[config.mk]
export PLATFORM = sky130hd
export DESIGN_NAME = pipeline_hazard_ctrl
export DESIGN_NICKNAME = d
export VERILOG_FILES = /design/src/rtl/hazard_pkg.sv /design/src/rtl/md_sequencer.sv /design/src/rtl/pipeline_hazard_ctrl.sv
export SDC_FILE = /design/constraint.sdc
export NUM_CORES = 1
export LEC_CHECK = 0
export CAP_MARGIN = 20
export CORE_MARGIN = 2
export CORE_UTILIZATION = 47
export DETAILED_ROUTE_END_ITERATION = 8
export HOLD_SLACK_MARGIN = 0.05
export PLACE_DENSITY = 0.86
export SLEW_MARGIN = 20
export SYNTH_ARGS = -nofsm -noshare
export SYNTH_HDL_FRONTEND = slang
export SYNTH_SLANG_ARGS = --single-unit
[constraint.sdc]
create_clock -name clk_i -period 3 [get_ports clk_i]
set_input_delay 0.6 -clock clk_i [delete_from_list [all_inputs] [get_ports clk_i]]
set_output_delay 0.6 -clock clk_i [all_outputs]
set_load 0.01 [all_outputs]
[src/rtl/hazard_pkg.sv]
`default_nettype none
// ============================================================================
// Module      : hazard_pkg
// Description : Shared types, forwarding select encodings and the register
//               match helper used by the pipeline hazard controller.
// Revision    : 1.0 - initial release
// ============================================================================
package hazard_pkg;

  // Mult/div sequencer states.
  typedef enum logic [1:0] {
    IDLE = 2'd0,
    BUSY = 2'd1,
    DONE = 2'd2
  } md_state_t;

  // Execute-stage operand select encodings.
  localparam logic [1:0] FWD_NONE = 2'b00;
  localparam logic [1:0] FWD_WB   = 2'b01;
  localparam logic [1:0] FWD_MEM  = 2'b10;

  // Register 0 is hardwired to zero, so it never creates a dependency.
  function automatic logic reg_match(input logic [4:0] a, input logic [4:0] b);
    return (a != 5'd0) && (a == b);
  endfunction

endpackage : hazard_pkg
`default_nettype wire

[src/rtl/md_sequencer.sv]
`default_nettype none
// ============================================================================
// Module      : md_sequencer
// Description : Tracks the multi-cycle mult/div unit. A start in IDLE or DONE
//               enters BUSY for MD_LATENCY cycles, followed by a one-cycle
//               DONE in which HI/LO are written.
// Ports       : clk_i      - clock
//               reset_i    - synchronous active-low reset
//               md_start_i - mult/div instruction present in Execute
//               md_busy_o  - unit busy (masked low during reset)
//               md_done_o  - one-cycle completion pulse (masked during reset)
// Revision    : 1.0 - initial release
// ============================================================================
module md_sequencer
  import hazard_pkg::*;
#(
  parameter int MD_LATENCY = 4
) (
  input  logic clk_i,
  input  logic reset_i,
  input  logic md_start_i,
  output logic md_busy_o,
  output logic md_done_o
);

  localparam logic [4:0] LOAD_VAL = 5'(MD_LATENCY - 1);

  md_state_t  state_q, state_d;
  logic [4:0] cnt_q, cnt_d;

  always_ff @(posedge clk_i) begin
    if (!reset_i) begin
      state_q <= IDLE;
      cnt_q   <= 5'd0;
    end else begin
      state_q <= state_d;
      cnt_q   <= cnt_d;
    end
  end

  always_comb begin
    state_d = state_q;
    cnt_d   = cnt_q;
    case (state_q)
      IDLE: begin
        if (md_start_i) begin
          state_d = BUSY;
          cnt_d   = LOAD_VAL;
        end
      end
      BUSY: begin
        // A start here cannot be legal: Decode is stalled on HI/LO use.
        if (cnt_q == 5'd0) begin
          state_d = DONE;
        end else begin
          cnt_d = cnt_q - 5'd1;
        end
      end
      DONE: begin
        if (md_start_i) begin
          state_d = BUSY;
          cnt_d   = LOAD_VAL;
        end else begin
          state_d = IDLE;
        end
      end
      default: begin
        state_d = IDLE;
        cnt_d   = 5'd0;
      end
    endcase
  end

  // Outputs drop as soon as reset is applied, so an aborted operation never
  // reports busy or completion.
  assign md_busy_o = reset_i && (state_q == BUSY);
  assign md_done_o = reset_i && (state_q == DONE);

endmodule : md_sequencer
`default_nettype wire

[src/rtl/pipeline_hazard_ctrl.sv]
`default_nettype none
// ============================================================================
// Module      : pipeline_hazard_ctrl
// Description : Hazard and forwarding controller for the five-stage MIPS
//               pipeline: load-use, branch and HI/LO stalls, taken-branch
//               flush, Execute/Decode forwarding selects, mult/div
//               sequencing and a saturating stall-cycle counter.
// Ports       : clk_i, reset_i (sync, active-low)
//               rs/rt_id5, rs/rt_ex5          - source registers (ID, EX)
//               write_reg_{ex,mem,wb}5        - destination registers
//               enable_wreg_{ex,mem,wb}       - register-write enables
//               mem_to_reg_{ex,mem}           - load in that stage
//               branch_id, branch_taken_id    - branch in Decode / taken
//               hilo_use_id, md_start_ex      - HI/LO use, mult/div start
//               stall_if/stall_id/flush_ex/flush_id - pipeline control
//               fwd_{a,b}_ex2, fwd_{a,b}_id   - forwarding selects
//               md_busy_o, md_done_o          - mult/div status
//               stall_cnt_o                   - saturating stall count
// Revision    : 1.0 - initial release
// ============================================================================
module pipeline_hazard_ctrl
  import hazard_pkg::*;
#(
  parameter int MD_LATENCY = 4,
  parameter int CNT_W      = 16
) (
  input  logic             clk_i,
  input  logic             reset_i,
  input  logic [4:0]       rs_id5,
  input  logic [4:0]       rt_id5,
  input  logic [4:0]       rs_ex5,
  input  logic [4:0]       rt_ex5,
  input  logic [4:0]       write_reg_ex5,
  input  logic [4:0]       write_reg_mem5,
  input  logic [4:0]       write_reg_wb5,
  input  logic             enable_wreg_ex,
  input  logic             enable_wreg_mem,
  input  logic             enable_wreg_wb,
  input  logic             mem_to_reg_ex,
  input  logic             mem_to_reg_mem,
  input  logic             branch_id,
  input  logic             branch_taken_id,
  input  logic             hilo_use_id,
  input  logic             md_start_ex,
  output logic             stall_if,
  output logic             stall_id,
  output logic             flush_ex,
  output logic             flush_id,
  output logic [1:0]       fwd_a_ex2,
  output logic [1:0]       fwd_b_ex2,
  output logic             fwd_a_id,
  output logic             fwd_b_id,
  output logic             md_busy_o,
  output logic             md_done_o,
  output logic [CNT_W-1:0] stall_cnt_o
);

  logic             md_busy;
  logic             ex_hit_id, mem_hit_id;
  logic             load_use_stall, branch_stall, md_stall, any_stall;
  logic [CNT_W-1:0] stall_cnt_q, stall_cnt_d;

  md_sequencer #(
    .MD_LATENCY (MD_LATENCY)
  ) u_md_sequencer (
    .clk_i      (clk_i),
    .reset_i    (reset_i),
    .md_start_i (md_start_ex),
    .md_busy_o  (md_busy),
    .md_done_o  (md_done_o)
  );

  assign md_busy_o = md_busy;

  // Does the Execute / Memory destination feed either Decode source?
  assign ex_hit_id  = reg_match(write_reg_ex5, rs_id5)  || reg_match(write_reg_ex5, rt_id5);
  assign mem_hit_id = reg_match(write_reg_mem5, rs_id5) || reg_match(write_reg_mem5, rt_id5);

  assign load_use_stall = mem_to_reg_ex && enable_wreg_ex && ex_hit_id;
  // The Decode comparator cannot take an ALU result still in Execute, nor
  // load data that is only available at the end of Memory.
  assign branch_stall   = branch_id && ((enable_wreg_ex && ex_hit_id) ||
                                        (mem_to_reg_mem && mem_hit_id));
  assign md_stall       = hilo_use_id && md_busy;
  assign any_stall      = reset_i && (load_use_stall || branch_stall || md_stall);

  assign stall_if = any_stall;
  assign stall_id = any_stall;
  assign flush_ex = any_stall || !reset_i;
  // A stalled taken branch is re-evaluated once its operands are ready.
  assign flush_id = (branch_taken_id && !any_stall) || !reset_i;

  always_comb begin
    fwd_a_ex2 = FWD_NONE;
    fwd_b_ex2 = FWD_NONE;
    fwd_a_id  = 1'b0;
    fwd_b_id  = 1'b0;
    if (reset_i) begin
      // Memory is checked last so it overrides Writeback (younger value).
      if (enable_wreg_wb  && reg_match(write_reg_wb5,  rs_ex5)) fwd_a_ex2 = FWD_WB;
      if (enable_wreg_mem && reg_match(write_reg_mem5, rs_ex5)) fwd_a_ex2 = FWD_MEM;
      if (enable_wreg_wb  && reg_match(write_reg_wb5,  rt_ex5)) fwd_b_ex2 = FWD_WB;
      if (enable_wreg_mem && reg_match(write_reg_mem5, rt_ex5)) fwd_b_ex2 = FWD_MEM;
      fwd_a_id = enable_wreg_mem && reg_match(write_reg_mem5, rs_id5);
      fwd_b_id = enable_wreg_mem && reg_match(write_reg_mem5, rt_id5);
    end
  end

  // Saturating stall-cycle counter.
  always_comb begin
    stall_cnt_d = stall_cnt_q;
    if (stall_id && (stall_cnt_q != {CNT_W{1'b1}})) begin
      stall_cnt_d = stall_cnt_q + CNT_W'(1);
    end
  end

  always_ff @(posedge clk_i) begin
    if (!reset_i) begin
      stall_cnt_q <= '0;
    end else begin
      stall_cnt_q <= stall_cnt_d;
    end
  end

  assign stall_cnt_o = stall_cnt_q;

endmodule : pipeline_hazard_ctrl
`default_nettype wire
==> results.json <==
{
  "cts_sinks": 23,
  "htree_levels": 1,
  "power_per_cell_area_nw_per_um2": 280,
  "r2r-end": "stall_cnt_o[8]",
  "worstMarginPinSlew_ns": 0.460,
  "multi_input_area_um2": 1270,
  "track_usage_pct": 23.3,
  "totalWireLength_um": 4840,
  "drt_first_pass_iters": 4,
  "fin_nets": 371,
  "critPathCaptureType": "primary output",
  "async_reset_ff_share_pct": 0,
  "r2r-start": "stall_cnt_o[0]",
  "max_cap_violations": 0,
  "hold_ws_ns": 0.454,
  "cts_tree": "built",
  "syn_area_per_cell_um2": 7.91,
  "finalCritPeriodShare_pct": 97.3,
  "synth-edff-count": 0,
  "vias_per_cell": 5.34,
  "vias": 1974,
  "grt_pass1_wl_um": 7980,
  "fin_total_pwr_uw": 783,
  "syn_nets": 277,
  "root_buffer": "clkbuf_8",
  "ff_latch_area_um2": 460,
  "antenna_cells": 0,
  "die_w_um": 66.1,
  "syn_inst": 229,
  "fmax_ghz": 0.343,
  "antenna_found_initial": 0,
  "cp.buffers_inverters": 2,
  "clk_pin_slew_ns": 0.08,
  "floorplan.initialDensity_pct": 49.1,
  "grt_overflow": 0,
  "finClkSkew_ns": 0.00337,
  "numCtsBuffers": 3,
  "clock_latency_ns": 0.26,
  "max_slew_margin_pct": 69.3,
  "design.die.area_um2": 4360,
  "post-dp-hpwl_um": 3980,
  "hold_path_class": "reg2reg",
  "cp_top_family": "buffers and inverters",
  "synth_flop_cell": "dfxtp_1",
  "grt_max_degree": 19,
  "route.detailed.drc": 0,
  "crit_required_ns": 2.40,
  "path_max_fanout": 4,
  "yosysUniqueCellTypes": 41,
  "worstPathCellList": "clkdlybuf4s50_1, xnor2_1, nand3_1, o22ai_2, nand2_1, and3_2, nand2_1, nand2_1, dlygate4sd2_1",
  "drive_above_1_share_pct": 14.3,
  "worstSetupPathType": "in2out",
  "row_count": 22,
  "r2r_cells": 8,
  "synth-seq-area-share_pct": 25.4,
  "ir_worst_vdd_uv": 174,
  "cellLeakagePower_nw": 1.14,
  "gp_congestion": 0.913,
  "cp.depth": 9,
  "wl_per_cell_um": 13.1,
  "cp-endpoint": "flush_id",
  "cp_slowest_stage_delay_ns": 0.52,
  "setup_viol": 0,
  "slew_violations": 0,
  "areaGrowthSynthToFinish_pct": 54.3,
  "yosysWarningCount": 0,
  "critPathLaunch": "rt_id5[4]",
  "fillers": 275,
  "core_area_um2": 3690,
  "arrival_ns": 2.32,
  "status": "finished, final reports clean",
  "slowest_stage": "clkdlybuf4s50_1",
  "io_buffer_count": 73,
  "ys_seq_elements": 23,
  "crit_top_cell": "nand2_1",
  "grt_pass1_vias": 1862,
  "io_pins": 74,
  "cp-start-kind": "primary input",
  "clock_path_buffers": 2,
  "hold_violations": 0,
  "hold_buffers": 0,
  "netlist_area_um2": 1810,
  "ff2ff_setup_slack_ns": 0.69,
  "fin_crit_ns": 2.92,
  "die_h_um": 66.1,
  "drtIter0Drc": 167,
  "ant_nets": 0
}
[Yosys cell counts (2+ instances only)]
cell | count | share of area (%)
a211oi_1 | 3 | 1.2
a21boi_0 | 3 | 1.2
a21oi_1 | 11 | 3.0
and2_1 | 5 | 1.7
and3_1 | 9 | 3.1
buf_2 | 3 | 0.83
buf_6 | 4 | 2.5
clkbuf_1 | 4 | 0.83
dfxtp_1 | 23 | 25
ha_1 | 2 | 1.4
inv_1 | 6 | 1.2
mux2i_1 | 2 | 1.1
nand2_1 | 25 | 5.2
nand2b_1 | 2 | 0.69
nand3_1 | 12 | 3.3
nand4_1 | 3 | 1.0
nor2_1 | 21 | 4.4
nor3_1 | 3 | 0.83
nor3_2 | 3 | 1.7
nor4_1 | 4 | 1.4
o211ai_1 | 2 | 0.83
o21ai_0 | 7 | 1.9
o41ai_1 | 2 | 0.97
or3_1 | 3 | 1.0
or4_1 | 3 | 1.2
xnor2_1 | 30 | 15
xor2_1 | 20 | 9.7
[registers in the layout (all words and copies together) (netlist names)]
| register | cells |
|---|---|
| stall_cnt_o | 16 |
| u_md_sequencer.state_q | 2 |
| u_md_sequencer.cnt_q | 5 |
[power breakdown]
group	switching (mW)	internal, mW	leakage (nW)
Clock	0.0948	0.0948	0.0228
Combinational	0.119	0.147	0.932
Sequential	0.0109	0.316	0.186
Total	0.225	0.558	1.14
[layer usage]
layer / wire [um] / vias to the layer above / track usage, %
li1: - / 965 / -
met2: 2430 / 99 / 40.4
met4: 104 / 0 / 9.44
met3: 453 / 11 / 5.45
met1: 1850 / 899 / 27.5
met5: 0 / - / 0
[worst min-delay path by stage]
| stage | end | slack [ns] | from | depth (start not counted) |
|---|---|---|---|---|
| 6_report | u_md_sequencer.cnt_q[4] | 0.45 | u_md_sequencer.cnt_q[4] | 2 |
| 5_1_grt | u_md_sequencer.cnt_q[4] | 0.50 | u_md_sequencer.cnt_q[4] | 2 |
| 4_1_cts | u_md_sequencer.cnt_q[4] | 0.46 | u_md_sequencer.cnt_q[4] | 2 |
| 3_5_place_dp | u_md_sequencer.cnt_q[4] | 0.45 | u_md_sequencer.cnt_q[4] | 2 |
| 3_3_place_gp | u_md_sequencer.cnt_q[4] | 0.44 | u_md_sequencer.cnt_q[4] | 2 |
| 2_1_floorplan | u_md_sequencer.cnt_q[4] | 0.42 | u_md_sequencer.cnt_q[4] | 2 |
[cell type report]
class                      count  area share [%]
clock buffer                   4            1.61
inverter                       7           0.941
multi-input combinational    187            45.3
sequential                    23            16.5
tap                           48            2.15
timing repair buffer         101            33.5
[metrics by stage]
step	setup slack (ns)	setup TNS [ns]	utilization, %	instance area [um2]	std cells
after CTS	0.0245	0	75.1	2770	369
after global placement	-0.233	-1.53	73.8	2720	365
after floorplan	0.436	0	-	1810	229
after global routing	-0.00534	-0.00534	75.7	2790	370
after detailed placement	-0.288	-2.08	73.8	2720	365
final	0.0809	0	75.7	2790	370
[cells by family (layout without fill, tap and decap cells)]
family          count (synthesis)  in the layout  share of synthesized area, %
xor+xnor                       50             50                          24.2
fa+ha+maj                       2              2                          1.38
simple gates                   99             99                          28.3
flops                          23             23                          25.4
buf+inv                        19            112                          6.01
compound gates                 34             34                          13.6
mux                             2              2                          1.11
[worst register-to-register path, delay by kind of cell (launching register included)]
family | cells | cell delay (ns)
simple gates | 5 | 1.14
flops | 1 | 0.38
compound gates | 1 | 0.36
fa+ha+maj | 1 | 0.18
mux | 1 | 0.18
[repair_timing]
action,in CTS,in global routing
pin swaps,3,2
setup endpoints to repair,10,7
gates resized for setup,18,13
setup buffers,0,1
[cells in the final DEF (no fill, tap or decap), types with 3 or more instances in the layout]
cell,count
a21boi_0,3
buf_4,28
dfxtp_1,23
xor2_1,20
or3_1,3
nand3_1,12
clkbuf_8,3
clkdlybuf4s50_1,53
nor2_1,20
a211oi_1,3
dlygate4sd2_1,11
nand2_1,25
inv_1,6
nor3_2,3
o21ai_0,7
and2_1,5
clkdlybuf4s15_1,3
a21oi_1,11
nand4_1,3
xnor2_1,30
or4_1,3
dlymetal6s2s_1,5
nor3_1,3
and3_1,8
(Power assumes the default switching activity.)
==> patch 1, RTL diff (config.mk and constraints unchanged) <==
Encoding of `md_state_t`: now one-hot (3 bits for 3 states).
--- a/src/rtl/hazard_pkg.sv
+++ b/src/rtl/hazard_pkg.sv
@@ -8,10 +8,10 @@
 package hazard_pkg;
 
   // Mult/div sequencer states.
-  typedef enum logic [1:0] {
-    IDLE = 2'd0,
-    BUSY = 2'd1,
-    DONE = 2'd2
+  typedef enum logic [2:0] {
+    IDLE = 3'b001,
+    BUSY = 3'b010,
+    DONE = 3'b100
   } md_state_t;
 
   // Execute-stage operand select encodings.
Behaviour: same outputs for any inputs over 10 cycles, from zero or initial values and one cycle with reset_i low; not proved beyond that.
==> patch 1 against the unedited design <==
Power rose by 4.6%. Area after synthesis rose by 8.6%. Design area rose by 6.4%. Worst hold slack improved by 0.036 ns. Combinational power barely moved. Setup slack got worse by 0.022 ns. Critical path depth fell by 3. Register-to-register slack improved by 0.13 ns. Sequential cell count rose by 1. Routed wire length rose by 16%. First-iteration DRC count fell by 61%. Critical path type unchanged. Critical endpoint is now fwd_b_ex2[0]. Largest power group unchanged.
==> patch 1: results (changes against the unedited design) <==
Power and ir drop
  • Worst vdd ir: 245.7 uV (+41%)
  • Lkg Pwr: 1.209 nW (+6.0%)

Clocking
  • H-tree lvl count: 1 (unchanged)
  • CTS Buf Count: 3 (unchanged)
  • CTS clk-pin slew, worst paths: 0.08 ns (about the same)
  • Clk_lat worst skew: 0.26 ns (about the same)
  • CTS Buffer Depth: 2 (unchanged)
  • Root Buffer: clkbuf_8

Yosys
  • Proportion of synthesized area in mux cells: 2.037% (+0.93 points)
  • Most frequent cell after synthesis: xor2_1
  • Post-synthesis cell type count: 48 (+17%)
  • Syn Nets: 281 (+1.4%)
  • Synth warn: 0 (unchanged)
  • Synth top cells by count: xor2_1 (28), nor2_1 (25), dfxtp_1 (24), xnor2_1 (24), nand2_1 (13)
  • Seq/Total Area, Yosys: 24.44% (-0.99 points)
  • Synth Area in Adders: 1.910% (+0.53 points)
  • Compound-cell area share of the yosys netlist: 18.08% (+4.5 points)
  • Synthesized netlist cell count: 232 (+1.3%)
  • Largest cells by area after synthesis: dfxtp_1 (24%), xor2_1 (12%), xnor2_1 (11%), nor2_1 (4.8%), a211oi_2 (3.8%)
  • Ys flop type: dfxtp_1
  • Synth async-reset ratio: 0% (unchanged)
  • Synthesized-area fraction occupied by xor and xnor cells: 23.17% (-1.0 points)

Timing
  • Skew final: 0.002524 ns (-0.0008451 ns)
  • Slew margin rel.: 76.26% (+7.0 points)

Cells and area
  • Layout Cells excl Fill: 371 (+0.27%)
  • Number of fill cells: 294 (+6.9%)
  • Antenna diodes: 0 (unchanged)
  • Max reg flops: 16 (unchanged)
  • Proportion of layout cells with a drive suffix above 1: 18.38% (+4.1 points)

Min path
  • Hold Crit Class: flop to flop

Placed design
  • Port Buf Inserts: 73 (unchanged)
  • Detailed Place HPWL: 4313 um (+8.2%)
  • RD Place Congestion: 0.8818 (-3.4%)

Status
  • Status: complete, no violations

GRT
  • Vias in the first global route: 1926 (+3.4%)
  • Initial antenna violation count: 0 (unchanged)
  • First-pass GRT wire length: 8700 um (+9.0%)
  • Gr usage total: 24.32% (+1.0 points)
  • Largest net degree at the start of global routing: 20 (+1)

Detailed routing
  • WL per Instance: 15.17 um (+16%)
  • Initial DRT Pass Iterations: 4 (unchanged)
  • DRT iter0 DRCs: 65 (-61%)
  • Drt via density: 5.318 (-0.32%)

Worst setup path
  • Crit path largest cell delay: 0.54 ns (+0.02 ns)
  • Critical Path Slowest Stage Cell: or4_1
  • Critical path peak fanout: 2 (-2)
  • Crit path max-delay family: simple AND/OR/NAND/NOR gates
  • CP Data Arrival Time: 2.34 ns (+0.02 ns)
[patch 1: cell types whose count changed in the layout (fill, tap and decap cells not counted), sizes merged, moves of 4 or more]
cell	unedited run	this run
a211oi	3	8
nand2	25	13
nand2b	2	6
nor2	21	25
xnor2	30	24
xor2	20	28
[patch 1: power breakdown]
group	internal [mW]	switching [mW]	total (mW)	leakage, nW
combinational	0.143	0.124	0.267	0.986
sequential	0.328	0.00830	0.336	0.195
clock	0.117	0.0989	0.216	0.0288
[patch 1: cell type report]
class	instances	area, um2	area share (%)
sequential	24	480.5	16.18
clock buffer	4	55.05	1.853
tap	50	62.56	2.106
multi-input combinational	186	1414	47.60
inverter	8	30.03	1.011
timing repair buffer	99	928.4	31.26
[patch 1: final timing paths]
| path | from | slack (ns) | depth (start not counted) | to |
|---|---|---|---|---|
| min reg2reg | stall_cnt_o[10] | 0.49 | 2 | stall_cnt_o[10] |
| max | write_reg_wb5[2] | 0.06 | 6 | fwd_b_ex2[0] |
| max reg2reg | u_md_sequencer.cnt_q[0] | 0.82 | 8 | u_md_sequencer.cnt_q[4] |
| min | stall_cnt_o[10] | 0.49 | 2 | stall_cnt_o[10] |
[patch 1: cells by family after synthesis]
group | count (synthesis)
xor gates and xnor gates | 52
DFF | 24
AOI/OAI and AO/OA | 36
muxes | 4
and+or+nand+nor | 91
buffers and inverters | 22
adders and majority gates | 3
[patch 1: timing repair]
item | CTS | global route
setup buffers | 2 | 0
resized for setup | 21 | 14
pin swaps | 7 | 3
endpoints found under the hold margin | 0 | 0
endpoints found under the setup margin | 10 | 7
hold buffers | 0 | 0
[patch 1: worst reg2reg max path: cells and delay by family (launching register included)]
family / cells / cell delay [ns]
fa+ha+maj: 1 / 0.17
simple gates: 3 / 0.79
xor+xnor: 1 / 0.18
flops: 1 / 0.34
buf+inv: 1 / 0.12
compound gates: 2 / 0.48
[patch 1: metal layers]
layer / track usage (%) / routed length [um]
met5: 0 / 0
met4: 8.000 / 60
met3: 2.273 / 402
met2: 43.87 / 2811
met1: 30.06 / 2353
[patch 1: per-stage QoR]
stage / instance area, um2 / hold slack (ns) / setup slack, ns
6_report: 2970 / 0.4898 / 0.05884
5_1_grt: 2970 / 0.5139 / -0.0005596
4_1_cts: 2943 / 0.4984 / 0.02245
3_5_place_dp: 2859 / 0.4800 / -0.3492
3_3_place_gp: 2859 / 0.4704 / -0.2676
2_1_floorplan: 1966 / 0.4768 / 0.3462
==> patch 2, RTL diff (same settings) <==
Made on the original files. Change the parameter `CNT_W` from 16 to 12.
--- a/src/rtl/pipeline_hazard_ctrl.sv
+++ b/src/rtl/pipeline_hazard_ctrl.sv
@@ -22,7 +22,7 @@
   import hazard_pkg::*;
 #(
   parameter int MD_LATENCY = 4,
-  parameter int CNT_W      = 16
+  parameter int CNT_W      = 12
 ) (
   input  logic             clk_i,
   input  logic             reset_i,
Ports: changed (resized stall_cnt_o); port bits go from 74 to 70. No check against the original RTL was run, so the function may have changed too.
==> patch 2 against the unedited design <==
Sequential cell count fell by 4. Sequential power down 17%. Area after synthesis down 12%. Routed wire length decreased by 18%. Clock skew fell by 0.0011 ns. Final cell count decreased by 11%. Power fell by 17%. Setup slack gained 0.0011 ns. Design area down 9.6%. First-iteration DRC count shrank 55%. Combinational power down 7%. Global-route usage down 2.5 points.
==> patch 2: results (changes against the unedited design) <==
Status
  • Status: complete, no violations

Yosys
  • Post-synthesis sequential element count: 19 (-17%)
  • Compound-cell area share of the yosys netlist: 7.789% (-5.8 points)
  • Synth Area in Adders: 1.574% (+0.19 points)
  • Syn Nets: 243 (-12%)
  • Seq/Total Area, Yosys: 23.92% (-1.5 points)
  • Proportion of synthesized area in mux cells: 5.665% (+4.6 points)
  • Synth warn: 0 (unchanged)
  • Post-synthesis cell type count: 40 (-2.4%)
  • Largest cells by area after synthesis: dfxtp_1 (24%), xnor2_1 (13%), xor2_1 (10%), mux2i_1 (5.7%), nand2_1 (5.2%)
  • Synthesized-area fraction occupied by xor and xnor cells: 24.15% (-0.034 points)
  • Synth top cells by count: xnor2_1 (23), nand2_1 (22), dfxtp_1 (19), xor2_1 (19), nand3_1 (13)

Placed design
  • DP Worst Slack: -0.3327 ns (-0.04473 ns)
  • RD Place Congestion: 0.8179 (-10%)
  • Port Buf Inserts: 69 (-5.5%)
  • Detailed Place HPWL: 3234 um (-19%)
  • Placed inst area: 2457 um2 (-9.7%)

Worst setup path
  • Reg2reg end: stall_cnt_o[11]
  • Worst r2r path cells: 7 (-1)
  • Reg2reg setup slack: 0.97 ns (+0.28 ns)
  • CP Launch Point: write_reg_wb5[2]
  • Critical path peak fanout: 2 (-2)
  • R2r startpoint: u_md_sequencer.state_q[0]

Timing
  • Slew margin rel.: 72.94% (+3.7 points)
  • Skew final: 0.002288 ns (-0.001081 ns)

Cells and area
  • Antenna diodes: 0 (unchanged)
  • Max reg flops: 12 (-4)
  • Nets: 332 (-11%)
  • Proportion of layout cells with a drive suffix above 1: 16.25% (+2.0 points)

Power and ir drop
  • Lkg Pwr: 1.110 nW (-2.7%)
  • Worst vdd ir: 118.1 uV (-32%)

Detailed routing
  • WL final: 3982 um (-18%)
  • Initial DRT Pass Iterations: 4 (unchanged)
  • DR WL met2: 2036 um (-16%)
  • DRT iter0 DRCs: 75 (-55%)
  • DR WL met3: 172 um (-62%)
  • Drt via density: 5.064 (-5.1%)
  • WL met1: 1686 um (-8.8%)

Clocking
  • Root Buffer: clkbuf_4
  • CTS clk-pin slew, worst paths: 0.10 ns (+0.02 ns)
  • CTS Buffer Depth: 2 (unchanged)
  • Clk_lat worst skew: 0.30 ns (+0.04 ns)
  • Post-CTS Setup Repair Bufs: 0 (unchanged)

GRT
  • First-pass GRT wire length: 6699 um (-16%)
  • Vias in the first global route: 1599 (-14%)
  • Gr usage total: 20.81% (-2.5 points)
  • GR Layer Usage met3: 1.630% (-3.8 points)
  • M1 GR Usage: 24.38% (-3.1 points)
  • Largest net degree at the start of global routing: 32 (+13)
  • Global-route met2 utilization: 38.99% (-1.4 points)

Min path
  • Hold path depth: 1 (-1)
-- patch 2: changes by cell type after synthesis, moves of 4 or more --
cell,change
a21oi_1,-8
and3_1,-4
o21ai_0,-5
nor2_1,-14
xnor2_1,-7
dfxtp_1,-4
mux2i_1,+7
nand2b_1,+8
-- patch 2: critical path: stages --
cell and delay (ns):
clkdlybuf4s50_1 0.48, or4_1 0.12, o211ai_1 0.11, or4_1 0.56, nor4_2 0.17, clkdlybuf4s15_1 0.27
-- patch 2: worst max path at each step --
stage,to,slack (ns)
floorplan,stall_if,0.45
CTS,fwd_a_ex2[0],0.005
finish,fwd_b_ex2[0],0.08
global placement,stall_if,-0.24
global route,fwd_b_ex2[0],-0.007
detailed placement,stall_id,-0.33
-- patch 2: area by class of cell --
| type | count | area [um2] |
|---|---|---|
| tap | 46 | 57.56 |
| clock inverter | 1 | 5.005 |
| timing repair buffer | 95 | 872.1 |
| fill | 253 | 760.7 |
| clock buffer | 3 | 22.52 |
| sequential | 19 | 380.4 |
| inverter | 3 | 11.26 |
| multi-input combinational | 162 | 1175 |
-- patch 2: report_power, final --
group / switching [mW] / internal (mW)
sequential: 0.0108 / 0.262
clock: 0.0815 / 0.0498
combinational: 0.106 / 0.144
-- patch 2: metrics by stage --
stage                     hold WS (ns)  instances  total power [mW]
after floorplan                 0.4532        195            0.4009
after global placement          0.4675        325            0.5190
after detailed placement        0.4732        325            0.5256
after CTS                       0.4918        329            0.6524
after global routing            0.5181        329            0.6892
final                           0.4926        329            0.6536
-- patch 2: what timing repair did --
action	4_1_cts	5_1_grt
pin swaps	1	4
setup endpoints to repair	10	6
resized for setup	17	12
